`config.mk`:
```
export PLATFORM = sky130hd
export DESIGN_NAME = id_ex_stage
export DESIGN_NICKNAME = d
export VERILOG_FILES = /design/src/rtl/alu_pkg.sv /design/src/rtl/alu_ctrl_dec.sv /design/src/rtl/id_ex_stage.sv
export SDC_FILE = /design/constraint.sdc
export NUM_CORES = 1
export LEC_CHECK = 0
export ABC_AREA = 1
export CAP_MARGIN = 40
export CELL_PAD_IN_SITES_DETAIL_PLACEMENT = 1
export CELL_PAD_IN_SITES_GLOBAL_PLACEMENT = 1
export CORE_AREA = 2 2 216 218
export CTS_BUF_LIST = sky130_fd_sc_hd__clkbuf_8
export CTS_CLUSTER_DIAMETER = 80
export DETAILED_ROUTE_END_ITERATION = 7
export DIE_AREA = 0 0 218 220
export PLACE_DENSITY_LB_ADDON = 0.15
export SLEW_MARGIN = 20
export SYNTH_ARGS = -nofsm -noshare
export SYNTH_HDL_FRONTEND = slang
export SYNTH_SLANG_ARGS = --single-unit
```
`constraint.sdc`:
```
create_clock -name clk -period 1.3 [get_ports clk]
set_input_delay 0.195 -clock clk [delete_from_list [all_inputs] [get_ports clk]]
set_output_delay 0.195 -clock clk [all_outputs]
set_load 0.02 [all_outputs]
```
`src/rtl/alu_pkg.sv`:
```
// Shared ALU encodings: the 4-bit control word seen by the 64-bit ALU
// and the 2-bit alu_op class produced by the main decoder.
package alu_pkg;

  // ALU control word: [3] Ainvert, [2] Bnegate/carry-in, [1:0] result select
  localparam logic [3:0] ALU_AND = 4'b0000;
  localparam logic [3:0] ALU_OR  = 4'b0001;
  localparam logic [3:0] ALU_ADD = 4'b0010;
  localparam logic [3:0] ALU_SUB = 4'b0110;
  localparam logic [3:0] ALU_SLT = 4'b0111;
  localparam logic [3:0] ALU_NOR = 4'b1100;

  // Instruction class as seen by the ALU control decoder
  typedef enum logic [1:0] {
    ALUOP_LDST   = 2'b00,
    ALUOP_BR     = 2'b01,
    ALUOP_RTYPE  = 2'b10,
    ALUOP_IARITH = 2'b11
  } alu_op_e;

  // funct3 values that the ALU supports for R-type and I-arith
  localparam logic [2:0] F3_ADDSUB = 3'b000;
  localparam logic [2:0] F3_SLT    = 3'b010;
  localparam logic [2:0] F3_OR     = 3'b110;
  localparam logic [2:0] F3_AND    = 3'b111;

endpackage

```
`src/rtl/alu_ctrl_dec.sv`:
```
// Combinational ALU control decoder: maps alu_op/funct3/funct7[5] onto
// the ALU control word and flags combinations the ALU cannot execute.
module alu_ctrl_dec
  import alu_pkg::*;
(
  input  logic [1:0] alu_op_i,
  input  logic [2:0] funct3_i,
  input  logic       funct7_5_i,
  output logic [3:0] alu_ctrl_o,
  output logic       illegal_o
);

  // Unsupported encodings fall back to ADD so the datapath stays harmless
  always_comb begin
    alu_ctrl_o = ALU_ADD;
    illegal_o  = 1'b0;
    case (alu_op_e'(alu_op_i))
      ALUOP_LDST: alu_ctrl_o = ALU_ADD;
      ALUOP_BR:   alu_ctrl_o = ALU_SUB;
      ALUOP_RTYPE, ALUOP_IARITH: begin
        case (funct3_i)
          F3_ADDSUB: alu_ctrl_o = (alu_op_i == ALUOP_RTYPE && funct7_5_i) ? ALU_SUB : ALU_ADD;
          F3_AND:    alu_ctrl_o = ALU_AND;
          F3_OR:     alu_ctrl_o = ALU_OR;
          F3_SLT:    alu_ctrl_o = ALU_SLT;
          default:   illegal_o  = 1'b1;
        endcase
        // R-type only uses bit 30 to select SUB; anywhere else it is invalid
        if (alu_op_i == ALUOP_RTYPE && funct7_5_i && funct3_i != F3_ADDSUB) begin
          illegal_o = 1'b1;
        end
        if (illegal_o) begin
          alu_ctrl_o = ALU_ADD;
        end
      end
      default: alu_ctrl_o = ALU_ADD;
    endcase
  end

endmodule

```
`src/rtl/id_ex_stage.sv`:
```
// Decode/execute pipeline register with valid/ready flow control,
// operand-B selection and registered ALU control word.
module id_ex_stage
  import alu_pkg::*;
#(
  parameter int XLEN   = 64,
  parameter int REG_AW = 5
) (
  input  logic              clk,
  input  logic              rst_n,
  input  logic              flush,
  input  logic              in_valid,
  output logic              in_ready,
  input  logic [XLEN-1:0]   in_pc,
  input  logic [XLEN-1:0]   in_rs1_data,
  input  logic [XLEN-1:0]   in_rs2_data,
  input  logic [XLEN-1:0]   in_imm,
  input  logic [REG_AW-1:0] in_rd,
  input  logic              in_alu_src,
  input  logic [1:0]        in_alu_op,
  input  logic [2:0]        in_funct3,
  input  logic              in_funct7_5,
  input  logic              in_reg_write,
  input  logic              in_mem_read,
  input  logic              in_mem_write,
  input  logic              in_branch,
  output logic              out_valid,
  input  logic              out_ready,
  output logic [XLEN-1:0]   out_a,
  output logic [XLEN-1:0]   out_b,
  output logic [3:0]        out_alu_ctrl,
  output logic [XLEN-1:0]   out_store_data,
  output logic [XLEN-1:0]   out_pc,
  output logic [REG_AW-1:0] out_rd,
  output logic              out_reg_write,
  output logic              out_mem_read,
  output logic              out_mem_write,
  output logic              out_branch,
  output logic              out_illegal
);

  logic              accept;
  logic              drain;
  logic [XLEN-1:0]   opB_d;
  logic [3:0]        aluCtrl_d;
  logic              illegal_d;

  logic              outValid_q;
  logic [XLEN-1:0]   opA_q;
  logic [XLEN-1:0]   opB_q;
  logic [3:0]        aluCtrl_q;
  logic [XLEN-1:0]   storeData_q;
  logic [XLEN-1:0]   pc_q;
  logic [REG_AW-1:0] rd_q;
  logic              regWrite_q;
  logic              memRead_q;
  logic              memWrite_q;
  logic              branch_q;
  logic              illegal_q;

  alu_ctrl_dec uAluCtrlDec (
    .alu_op_i   (in_alu_op),
    .funct3_i   (in_funct3),
    .funct7_5_i (in_funct7_5),
    .alu_ctrl_o (aluCtrl_d),
    .illegal_o  (illegal_d)
  );

  assign in_ready = !outValid_q || out_ready;
  assign accept   = in_valid && in_ready && !flush;
  assign drain    = outValid_q && out_ready && !accept;
  assign opB_d    = in_alu_src ? in_imm : in_rs2_data;

  // Pipeline register bank: flush beats accept beats drain; otherwise hold
  always_ff @(posedge clk or negedge rst_n) begin
    if (!rst_n) begin
      outValid_q  <= 1'b0;
      opA_q       <= '0;
      opB_q       <= '0;
      aluCtrl_q   <= ALU_AND;
      storeData_q <= '0;
      pc_q        <= '0;
      rd_q        <= '0;
      regWrite_q  <= 1'b0;
      memRead_q   <= 1'b0;
      memWrite_q  <= 1'b0;
      branch_q    <= 1'b0;
      illegal_q   <= 1'b0;
    end else if (flush || drain) begin
      outValid_q <= 1'b0;
      regWrite_q <= 1'b0;
      memRead_q  <= 1'b0;
      memWrite_q <= 1'b0;
      branch_q   <= 1'b0;
      illegal_q  <= 1'b0;
    end else if (accept) begin
      outValid_q  <= 1'b1;
      opA_q       <= in_rs1_data;
      opB_q       <= opB_d;
      aluCtrl_q   <= aluCtrl_d;
      storeData_q <= in_rs2_data;
      pc_q        <= in_pc;
      rd_q        <= in_rd;
      regWrite_q  <= in_reg_write && !illegal_d;
      memRead_q   <= in_mem_read && !illegal_d;
      memWrite_q  <= in_mem_write && !illegal_d;
      branch_q    <= in_branch;
      illegal_q   <= illegal_d;
    end
  end

  assign out_valid      = outValid_q;
  assign out_a          = opA_q;
  assign out_b          = opB_q;
  assign out_alu_ctrl   = aluCtrl_q;
  assign out_store_data = storeData_q;
  assign out_pc         = pc_q;
  assign out_rd         = rd_q;
  assign out_reg_write  = regWrite_q;
  assign out_mem_read   = memRead_q;
  assign out_mem_write  = memWrite_q;
  assign out_branch     = branch_q;
  assign out_illegal    = illegal_q;

endmodule

```
After elaboration in Yosys (flattened, before gate mapping)
Cells that the tools add are included.
Widths: inputs -> output; s select.
{"block": "classes", "eq_ne": 6, "muxes": 21, "bitwise_logic": 1, "n_reduce_logical": 22}
{"cell": "$mux 64", "count": 1}
{"cell": "$mux 1", "count": 16}
{"cell": "$pmux 4 s4", "count": 1}
{"cell": "$pmux 4 s3", "count": 1}
{"cell": "$logic_and 1x1->1", "count": 9}
{"cell": "$eq 3x3->1 const B", "count": 2}
{"cell": "$eq 2x2->1 const B", "count": 2}
{"cell": "$logic_not 1->1", "count": 4}
{"cell": "$mux 4", "count": 1}
{"cell": "$reduce_or 4->1", "count": 1}
{"cell": "$eq 3x2->1 const B", "count": 1}
{"cell": "$logic_not 3->1", "count": 1}
{"cell": "$mux 3", "count": 1}
{"cell": "$reduce_bool 3->1", "count": 1}
{"cell": "$eq 2x1->1 const B", "count": 1}
{"cell": "$logic_not 2->1", "count": 1}
{"cell": "$logic_or 1x1->1", "count": 2}
{"cell": "$reduce_and 2->1", "count": 1}
{"cell": "$reduce_bool 2->1", "count": 1}
{"cell": "$reduce_or 2->1", "count": 1}
{"cell": "$not 1->1", "count": 1}
{"block": "word_totals", "regBits": 271, "inputBits": 277, "out_inout_bits": 272, "wordCells": 62}

Logic depth before layout (Yosys ltp)
Gate-level depths: netlist (run 1).
{"block": "logic_depth", "depth_word": 10, "depth_mapped": 8, "ltp_nobuf": 7}

By module
Synthesis (run 1) repeated with hierarchy kept, for this count alone.
{"block": "unflattened", "hier_cells": 1318, "area_unflattened_um2": 11034.3}
{"module": "id_ex_stage", "instances": 1, "cells_per_inst": 1296, "area_per_inst_um2": 10939.2, "seq_area_each_um2": 6781.5}
{"module": "alu_ctrl_dec", "instances": 1, "cells_per_inst": 22, "area_per_inst_um2": 95.1, "seq_area_each_um2": 0.0}

Worst setup path after synthesis (run 1)
No wires, ideal clock.
{"block": "synth_timing", "path_kind": "register to register", "startpoint": "register outValid_q, in the netlist out_valid", "endpoint": "register opB_q[13], in the netlist out_b[13]", "setup_ns": 0.117, "arrival_time_ns": 1.238, "t_required_ns": 1.183, "setup_slack_ns": -0.055, "stages_incl_launch_ff": 8, "n_path_buf": 2, "period_less_slack_ns": 1.355, "path_cell_list": "dfrtp_1 -> nand2_2 -> nand2_2 -> inv_2 -> buf_4 -> buf_2 -> nand2_1 -> nand2_1"}
{"block": "synth_between", "elab_chain_len": 9, "elab_cells_between_ends": 10}
{"item": "start, declared", "line_no": "id_ex_stage.sv:48", "text": "logic outValid_q;"}
{"item": "start signal, assigned", "line_no": "id_ex_stage.sv:77", "text": "outValid_q <= 1'b0;"}
{"item": "start signal, assigned", "line_no": "id_ex_stage.sv:90", "text": "outValid_q <= 1'b0;"}
{"item": "start signal, assigned", "line_no": "id_ex_stage.sv:97", "text": "outValid_q <= 1'b1;"}
{"item": "$logic_not 1->1 (*)", "line_no": "id_ex_stage.sv:69", "text": "assign in_ready = !outValid_q || out_ready;"}
{"item": "$logic_or 1x1->1 (*)", "line_no": "id_ex_stage.sv:69"}
{"item": "named net in_ready", "line_no": "id_ex_stage.sv:13", "text": "output logic in_ready,"}
{"item": "$logic_and 1x1->1 (*) (2 in series)", "line_no": "id_ex_stage.sv:70", "text": "assign accept = in_valid && in_ready && !flush;"}
{"item": "$logic_not 1->1", "line_no": "id_ex_stage.sv:71", "text": "assign drain = outValid_q && out_ready && !accept;"}
{"item": "$logic_and 1x1->1", "line_no": "id_ex_stage.sv:71"}
{"item": "$logic_or 1x1->1", "line_no": "id_ex_stage.sv:89", "text": "end else if (flush || drain) begin"}
{"item": "$not 1->1 (no source line)"}
{"item": "$reduce_and 2->1 (no source line) (*)"}
{"item": "end signal, assigned", "line_no": "id_ex_stage.sv:99", "text": "opB_q <= opB_d;"}
{"item": "end, declared", "line_no": "id_ex_stage.sv:50", "text": "logic [XLEN-1:0] opB_q;"}
Mark *: on every way through the listed nets, which the timed path passes. The rest lies on a longest branch.
A chain may end at the register's enable or synchronous reset.

Worst setup path after layout (run 1)
{"block": "layout_timing", "startpoint": "register outValid_q, in the netlist out_valid", "endpoint": "register opA_q[5], in the netlist out_a[5]"}
{"block": "layout_between", "elab_chain_len": 9, "elab_cells_between_ends": 10}
{"item": "$logic_not 1->1", "line_no": "id_ex_stage.sv:69"}
{"item": "$logic_or 1x1->1", "line_no": "id_ex_stage.sv:69"}
{"item": "$logic_and 1x1->1 (2 in series)", "line_no": "id_ex_stage.sv:70"}
{"item": "$logic_not 1->1", "line_no": "id_ex_stage.sv:71"}
{"item": "$logic_and 1x1->1", "line_no": "id_ex_stage.sv:71"}
{"item": "$logic_or 1x1->1", "line_no": "id_ex_stage.sv:89"}
{"item": "$not 1->1 (no source line)"}
{"item": "$reduce_and 2->1 (no source line) (*)"}
{"item": "end signal, assigned", "line_no": "id_ex_stage.sv:98", "text": "opA_q <= in_rs1_data;"}
{"item": "end, declared", "line_no": "id_ex_stage.sv:49", "text": "logic [XLEN-1:0] opA_q;"}
Every way passes the cells marked *; elsewhere a longest branch is shown, timed or not.

==> results.md, run 1 <==
* Status: finished, violations left
* Failing checks: setup timing
* Avg Vias per Cell at 4.42
* Simple-Gate Fraction of Synth Area at 26.2%
* Worst vdd ir at 0.000666 V
* Mux contribution to synthesized area at 0%
* Fill cells at between 5000 and 6000
* Hold crit path type: in -> reg
* Area Growth Syn to Fin at 120%
* I/O pin count at 549
* Max Root-Sink Buffers at 3
* Setup violators final at 528
* CTS H-tree depth at 2
* Num CTS Buffers at 51
* Number of global-route vias before repair at 12800
* Largest net degree at the start of global routing at 59
* Final TNS setup at -42510 ps
* Final #Nets at between 2000 and 2500
* Reg clk slew, reported paths at 60 ps
* Maxcap violations at 0
* Critical Path Max Stage Delay at 430 ps
* Leakage power of the design at 12.5 nW
* Min Tclk post-route at 1510 ps
* Die area at 48000 um2
* DP HPWL at 35100 um
* Worst-Skew Late Latency at 620 ps
* Max-slew headroom at 65.7%
* Tcrit/Tclk final at 116%
* #FFs+latches synth at 270
* Yosys warning count at 0
* Layout cells sized above 1 at 48.2%
* RSZ-0062 raised after global routing: true
* Synth Instances at around 1300
* Placed Area at 17700 um2
* Critical path class: reg -> reg
* DRC viols at 0
* WP data required at 1800 ps
* CTS tree: yes
* Post-synthesis compound-gate area fraction at 6.16%
* Avg Cell Area, Syn at 8.35 um2
* DR iter-0 viols at 484
* Synth Area in Adders at 0%
* Cell taking the most area after synthesis: dfrtp_1
* Starting Density at 23.9%
* Drt pass-1 iters at 4
* Core area at 45900 um2
* Layout Utilization at 52.6%
* Die X at 218 um
* Routed vias at 12400
* Count of cell types in the netlist at 16
* Commonest non-fill, non-tap cell in the layout: nand2_1
* Critical path's slowest cell: dfrtp_2
* Routed wire per std cell at approximately 21 um
* GP Congestion at 0.801
* Antenna-violating nets left at 0
* Port Buffer Count at 547
* Max-slew violation count at 0
* Top cell by count, worst path: clkbuf_16
* Final Cell Area at 24100 um2
* Final worst slack at -207 ps
* Syn nets at 1592
* Seq/Total Area, Yosys at between 60% and 70%
* Rows at 79
* Critical Path Start Type: register
* Post-Synthesis Cell Area at 11000 um2
* Crit path cell chain: nand2_4 -> buf_8 -> nand2_8 -> buf_12 -> clkbuf_16 -> clkbuf_16 -> nand2_2 -> nand2_1
* Crit-path max FO at 7
* Arrival time at the worst endpoint at roughly 2000 ps
* Final Hold Fails at 0
* Most frequent cells in the layout: 391 x nand2_1, 282 x buf_6, 274 x clkdlybuf4s50_1
* Die Ht at 220 um
* Clock sink count at 270
* First-pass GRT wire length at 76700 um
* Post-synth top area share at 61.6%
* Fmax at 664 MHz
* Total power at 30.0 mW
* GRT Util Overall at 21.3%
* Largest family of logic cells by synthesized area: simple AND/OR/NAND/NOR gates
* Routed WL at 59100 um
* Hold WS at 117 ps
* Crit. End Element: register
* Clock Skew at 20.9 ps
* Pwr/cell area at 1240 nW/um2
* Synth area leaders: dfrtp_1 62%, nand2_1 25%, o21ai_0 5.9%
* Pin slew with the least headroom to its limit at 510 ps
* Antenna violations before repair at 10
* Synth Area in XOR/XNOR at 0%
* Root Driver: clkbuf_8
* Gr ovfl total at 0
critical path, delay by kind of cell (launching register included):
family        cells  cell delay [ps]
buf+inv           4              620
flops             1              430
simple gates      4              310
Yosys cell counts (all sizes together):
master,instances
a21oi,5
buf,60
clkbuf,13
conb,1
dfrtp,270
inv,75
nand2,747
nand3,2
nor2,10
nor3,2
o21ai,130
area by class of cell:
cell class	count	area, um2	share of cell area [%]
timing repair buffer	868	9970	41.3
sequential	270	6760	28.0
multi-input combinational	898	5240	21.7
clock buffer	68	936	3.88
tap	607	759	3.15
inverter	75	308	1.28
timing repair inverter	4	77.6	0.321
clock inverter	20	76.3	0.316
antenna	3	7.51	0.0311
through the flow:
step | cells | worst slack, ps
2_1_floorplan | 1315 | 38.1
3_3_place_gp | 2465 | -403
3_5_place_dp | 2465 | -402
4_1_cts | 2669 | -244
5_1_grt | 2813 | -256
6_report | 2813 | -207
sequential cells by signal, indices dropped and copies added (netlist names):
name            cells
out_a              64
out_alu_ctrl        3
out_b              64
out_branch          1
out_illegal         1
out_mem_read        1
out_mem_write       1
out_pc             64
out_rd              5
out_reg_write       1
out_store_data     64
out_valid           1
path summary, 6_finish.rpt:
kind / endpoint / slack, ps / from / depth (start not counted)
worst max-delay path: out_a[5] / -210 / out_valid / 8
worst min-delay path: out_pc[61] / 120 / in_pc[61] / 3
worst max register to register: out_a[5] / -210 / out_valid / 8
worst min register to register: out_reg_write / 500 / out_reg_write / 2
max in group asynchronous: out_pc[49] / 120 / rst_n / 4
min in group asynchronous: out_b[0] / 210 / rst_n / 3
power breakdown:
group          total, mW  switching (mW)  internal (mW)
registers           10.7            1.07           9.65
clock network       8.41            3.80           4.60
logic               10.9            5.08           5.77
total               30.0            9.96           20.0
timing repair:
item                                   in CTS  in global routing
endpoints found under the hold margin     270                  0
pin swaps                                  19                 90
setup buffers                              85                117
setup endpoints to repair                 319                540
gates resized for setup                  1769                583
hold buffers                                2                  0
gates cloned                               29                 34
layer usage:
metal	part of all wire, %	global-route usage, %	routed length (um)
met5	0.16	0	96
met4	2.9	7.87	1720
met3	8.7	9.04	5170
met2	50	36.1	29700
met1	38	24.0	22400
logic make-up (layout without fill, tap and decap cells):
kind of cell           count (synthesis)  after routing
other                                  1              4
AOI/OAI and AO/OA                    135            135
DFF                                  270            270
buffers and inverters                148           1035
and+or+nand+nor                      761            762
No activity file was read; power rests on OpenSTA's default activity.
==> inputs of run 2 (changes only) <==
- clock period: 1.3 -> 1.55 ns (I/O delays scaled with it)
==> run 2 against run 1 <==
  * The run now ends clean
  * Critical path depth shrank 6
  * Worst setup slack gained 260 ps
  * Sequential share of layout area grew 10 points
  * Clock skew shrank 3.4 ps
  * Wire length shrank 22%
  * Via count shrank 14%
  * Worst hold slack lost 21 ps
  * Critical endpoint is now in_ready
==> results.md, run 2 (synthesis results as in run 1) <==
* Num CTS Buffers at 53 (was 51)
* DP HPWL at 35100 um (about the same)
* Crit. End Element: primary output (was register)
* Critical Path Start Type: register (unchanged)
* Setup violators final at 0 (was 528)
* Final #Nets at 2185 (was 2445)
* Hold path endpoint: out_b[20] (was out_pc[61])
* Core area at 45900 um2 (unchanged)
* Hold Path Depth at 5 (was 3)
* Layout cells sized above 1 at 21.2% (was 48.2%)
* Largest net degree at the start of global routing at 57 (was 59)
* Hold WS at 96.2 ps (was 117 ps)
* Path length in cells of the critical path at 2 (was 8)
* Maxcap violations at 0 (unchanged)
* WP buf/inv at 1 (was 4)
* Most frequent cells in the layout: 745 x nand2_1, 274 x clkdlybuf4s50_1, 270 x dfrtp_1 (was 391 x nand2_1, 282 x buf_6, 274 x clkdlybuf4s50_1)
* DRC viols at 0 (unchanged)
* Rows at 79 (unchanged)
* Critical path class: reg -> out (was reg -> reg)
* Routed vias at 10700 (was 12400)
* Arrival time at the worst endpoint at 1270 ps (was 2010 ps)
* I/O pin count at 549 (unchanged)
* Gr ovfl total at 0 (unchanged)
* Routed WL at 46200 um (was 59100 um)
* Port Buffer Count at 547 (unchanged)
* RSZ-0062 raised after global routing: true (unchanged)
* Placed Area at 17600 um2 (was 17700 um2)
* Reg clk slew, reported paths at 60 ps (about the same)
* Final Hold Fails at 0 (unchanged)
* Area Growth Syn to Fin at 61.2% (was 120%)
* GRT Util Overall at 18.8% (was 21.3%)
* Crit path cell chain: nand2_4 -> buf_6 (was nand2_4 -> buf_8 -> nand2_8 -> buf_12 -> clkbuf_16 -> clkbuf_16 -> nand2_2 -> nand2_1)
* Antenna violations before repair at 12 (was 10)
* Min Tclk post-route at 1500 ps
* Clock sink count at 270 (unchanged)
* Family with the most delay on the worst path: flip-flops (was buffers and inverters)
* Critical Path Max Stage Delay at 410 ps (was 430 ps)
* HP Start: in_alu_src (was in_pc[61])
* Max-slew violation count at 0 (unchanged)
* R2r endpoint: out_pc[36] (was out_a[5])
* Crit-path max FO at 3 (was 7)
* Avg Vias per Cell at 4.19 (was 4.42)
* DR iter-0 viols at 444 (was 484)
* Tcrit/Tclk final at 96.8%
* WP data required at 1320 ps (was 1800 ps)
* First-pass GRT wire length at 68200 um (was 76700 um)
* Routed wire per std cell at 18.1 um (was 21.0 um)
* Critical path's slowest cell: dfrtp_1 (was dfrtp_2)
* Number of global-route vias before repair at 11300 (was 12800)
* Worst r2r src: out_valid (unchanged)
* Root Driver: clkbuf_8 (unchanged)
* CTS H-tree depth at 2 (unchanged)
* Drt pass-1 iters at 4 (unchanged)
* Final TNS setup at 0 ps (was -42510 ps)
* Worst-case reg-to-reg path depth at 6 (was 8)
* Max Root-Sink Buffers at 3 (unchanged)
* CTS tree: yes (unchanged)
* R2r setup slk at 200 ps (was -210 ps)
* Worst vdd ir at 0.000511 V (was 0.000666 V)
* Fmax at around 670 MHz
* Clock Skew at 17.5 ps (was 20.9 ps)
* Starting Density at 23.9% (unchanged)
* Pwr/cell area at 1190 nW/um2 (was 1240 nW/um2)
* Die area at 48000 um2 (unchanged)
* Die X at 218 um (unchanged)
* GP Congestion at 0.799 (was 0.801)
* Leakage power of the design at 9.33 nW (was 12.5 nW)
* Status: complete, no violations (was finished, violations left)
* Hold crit path type: in -> reg (unchanged)
* Die Ht at 220 um (unchanged)
* Antenna-violating nets left at 0 (unchanged)
* Final Cell Area at 17700 um2 (was 24100 um2)
* Worst-Skew Late Latency at 610 ps (was 620 ps)
* Commonest non-fill, non-tap cell in the layout: nand2_1 (unchanged)
[run 2: cell types whose count changed in the layout (fill, tap and decap cells not counted), moves of 23 or more]
| cell | before | now |
|---|---|---|
| buf_2 | 0 | 209 |
| buf_12 | 51 | 24 |
| nand2_1 | 391 | 745 |
| nand2_4 | 129 | 1 |
| o21ai_2 | 29 | 0 |
| buf_6 | 282 | 1 |
| clkbuf_16 | 27 | 0 |
| clkdlybuf4s15_2 | 0 | 61 |
| o21ai_0 | 76 | 130 |
| buf_4 | 191 | 40 |
| nand2_2 | 226 | 0 |
| o21ai_1 | 25 | 0 |
| buf_16 | 23 | 0 |
[run 2: routing by layer]
metal	up-vias	routed length (um)	GRT usage [%]
met4	18	939	5.10
li1	5179	-	-
met1	5029	18200	21.6
met3	82	5200	9.30
met5	-	113	0
met2	372	21700	30.9
[run 2: power breakdown]
group | internal (mW) | leakage [nW] | total [mW] | switching [mW]
Combinational | 2.17 | 5.39 | 5.43 | 3.26
Sequential | 8.08 | 3.36 | 8.63 | 0.547
Clock | 3.87 | 0.588 | 7.01 | 3.14
Total | 14.1 | 9.33 | 21.1 | 6.94
[run 2: area by class of cell]
| cell class | count | area, um2 |
|---|---|---|
| clock buffers | 68 | 936 |
| diodes | 3 | 7.51 |
| repair buffers | 611 | 5290 |
| inverters | 75 | 287 |
| flip-flops and latches | 270 | 6760 |
| multi-input cells | 897 | 3570 |
| fillers | 5559 | 28200 |
| clock inverters | 20 | 85.1 |
| well taps | 607 | 759 |
[run 2: tightest hold or removal path: cells and delay by family]
kind / cells / cell delay, ps
buffers and inverters: 1 / 190
AOI/OAI and AO/OA: 1 / 70
and+or+nand+nor: 3 / 180
[run 2: worst max path at each step]
stage,startpoint,to
2_1_floorplan,out_valid,out_b[13]
3_3_place_gp,out_ready,in_ready
3_5_place_dp,in_valid,out_store_data[52]
4_1_cts,out_valid,in_ready
5_1_grt,out_valid,in_ready
6_report,out_valid,in_ready
[run 2: through the flow]
step | power [mW] | utilization, % | setup slack (ps) | cells
after global routing | 22.4 | 38.6 | -40.5 | 2549
after detailed placement | 15.1 | 38.4 | -276 | 2459
after floorplan | 11.2 | - | 195 | 1315
after CTS | 21.7 | 39.2 | -27.0 | 2548
after global placement | 15.0 | 38.4 | -207 | 2459
final | 21.1 | 38.6 | 49.6 | 2551
[run 2: repair_timing]
item | 4_1_cts | 5_1_grt
hold endpoints to repair | 270 | 0
pin swaps | 1 | 0
setup buffers | 0 | 0
gates resized for setup | 1032 | 51
hold buffers | 1 | 0
endpoints found under the setup margin | 271 | 49
cloned | 0 | 0
==> inputs of run 3 (changes only) <==
- GPL_TIMING_DRIVEN: unset -> 0
==> run 3 against run 2 <==
  * Combinational power fell by 2%
  * Highest routed layer unchanged
  * Critical path depth did not move
  * Maximum frequency rose by 0.30%
  * Utilization shrank 0.79 points
  * Worst setup slack gained 4.5 ps
  * Register-to-register slack got worse by 110 ps
==> results.md, run 3 (synthesis results as in run 1) <==
* Status: complete, no violations (unchanged)
* DR iter-0 viols at 405 (was 444)
* Tcrit/Tclk final at 96.5% (was 96.8%)
* Routed WL at 49200 um (was 46200 um)
* Crit. End Element: primary output (unchanged)
* Hold crit path type: in -> async (was in -> reg)
* WP data required at 1320 ps (about the same)
* Clock Skew at 27.9 ps (was 17.5 ps)
* Fill cells at 5584 (was 5559)
* Arrival time at the worst endpoint at 1260 ps (was 1270 ps)
* Antenna violations before repair at 9 (was 12)
* Crit-path max FO at 3 (unchanged)
* Drt pass-1 iters at 4 (unchanged)
* Gr ovfl total at 0 (unchanged)
* Final Hold Fails at 0 (unchanged)
* Root Driver: clkbuf_8 (unchanged)
* Critical Path Start Type: register (unchanged)
* GRT Util Overall at 20.2% (was 18.8%)
* Commonest non-fill, non-tap cell in the layout: nand2_1 (unchanged)
* Setup violators final at 0 (unchanged)
* Die X at 218 um (unchanged)
* Pwr/cell area at 1200 nW/um2 (was 1190 nW/um2)
* Max-slew violation count at 0 (unchanged)
* Maxcap violations at 0 (unchanged)
* Placed insts at 2471 (was 2459)
* Routed wire per std cell at 19.2 um (was 18.1 um)
* First-pass GRT wire length at 72400 um (was 68200 um)
* Core area at 45900 um2 (unchanged)
* Final #Nets at 2195 (was 2185)
* Final non-filler cell total at 2564 (was 2551)
* Die Ht at 220 um (unchanged)
* Final TNS setup at 0 ps (unchanged)
* Most frequent cells in the layout: 745 x nand2_1, 274 x clkdlybuf4s50_1, 270 x dfrtp_1 (unchanged)
* Area Growth Syn to Fin at 57.9% (was 61.2%)
* Critical path class: reg -> out (unchanged)
* DRC viols at 0 (unchanged)
* RSZ-0062 raised after global routing: true (unchanged)
* DP HPWL at 37800 um (was 35100 um)
* Avg Vias per Cell at 4.21 (was 4.19)
* CTS tree: yes (unchanged)
* Worst-case reg-to-reg path depth at 6 (unchanged)
* Clock sink count at 270 (unchanged)
* Max-slew headroom at about two thirds
* Min Tclk post-route at 1500 ps (about the same)
* Total power at 20.8 mW (was 21.1 mW)
* Fmax at 668 MHz (was 667 MHz)
* Pin slew with the least headroom to its limit at 506 ps
* CTS H-tree depth at 2 (unchanged)
* GP Congestion at 0.839 (was 0.799)
* Starting Density at 23.9% (unchanged)
* Max Root-Sink Buffers at 3 (unchanged)
* Antenna-violating nets left at 0 (unchanged)
* Port Buffer Count at 546 (was 547)
* Largest net degree at the start of global routing at 83 (was 57)
* Number of global-route vias before repair at 11800 (was 11300)
* Layout cells sized above 1 at 20.9% (was 21.2%)
* Rows at 79 (unchanged)
* Reg clk slew, reported paths at 60 ps (about the same)
* Die area at 48000 um2 (unchanged)
* Num CTS Buffers at 51 (was 53)
* Leakage power of the design at 9.22 nW (was 9.33 nW)
* I/O pin count at 549 (unchanged)
* Hold WS at 128 ps (was 96.2 ps)
* Routed vias at 10800 (was 10700)
* Worst vdd ir at 0.000453 V (was 0.000511 V)
* Worst-Skew Late Latency at 630 ps (was 610 ps)
[run 3: per-layer routing]
layer	global-route usage, %	vias to the layer above	part of all wire [%]
li1	-	5210	-
met1	22.1	5120	38
met2	34.3	384	48
met3	9.40	83	11
met4	7.48	10	2.8
met5	0	-	0.14
[run 3: layout make-up]
type	instances	area [um2]	share of cell area [%]
multi-input cells	897	3560	20.5
inverters	75	284	1.64
flip-flops and latches	270	6760	39.0
repair buffers	550	4540	26.2
plain buffers	73	453	2.61
clock inverters	24	93.8	0.541
well taps	607	759	4.38
diodes	4	10.0	0.0578
clock buffers	64	881	5.08
[run 3: through the flow]
stage               setup slack (ps)  utilization [%]  area, um2
floorplan                        195                -      11000
global placement              -12790             37.5      17200
detailed placement              -580             37.7      17300
CTS                            -27.6             37.8      17400
global route                   -15.7             37.8      17300
finish                          54.1             37.8      17300
[run 3: repair_timing]
action,CTS,global route
endpoints found under the hold margin,201,0
endpoints found under the setup margin,536,180
hold buffers,1,0
buffers inserted,0,0
pin swaps,1,0
gates resized for setup,1092,34
[run 3: path summary, 6_finish.rpt]
kind                          endpoint            from  slack, ps
setup / recovery              in_ready       out_valid         50
hold / removal              out_pc[16]           rst_n        130
setup reg to reg            out_pc[30]       out_valid         90
hold reg to reg               out_b[3]        out_b[3]        470
max in group asynchronous  out_illegal           rst_n        290
min in group clk              out_a[7]  in_rs1_data[7]        140
[run 3: report_power, final]
group | switching, mW | internal, mW | total, mW | leakage [nW]
registers | 0.561 | 8.08 | 8.64 | 3.36
logic | 3.29 | 2.06 | 5.34 | 5.27
clock network | 3.11 | 3.66 | 6.78 | 0.584
[run 3: worst max-delay path, cell delays in order (launching register included)]
cell	delay, ps
dfrtp_1	410
nand2_2	120
buf_6	130
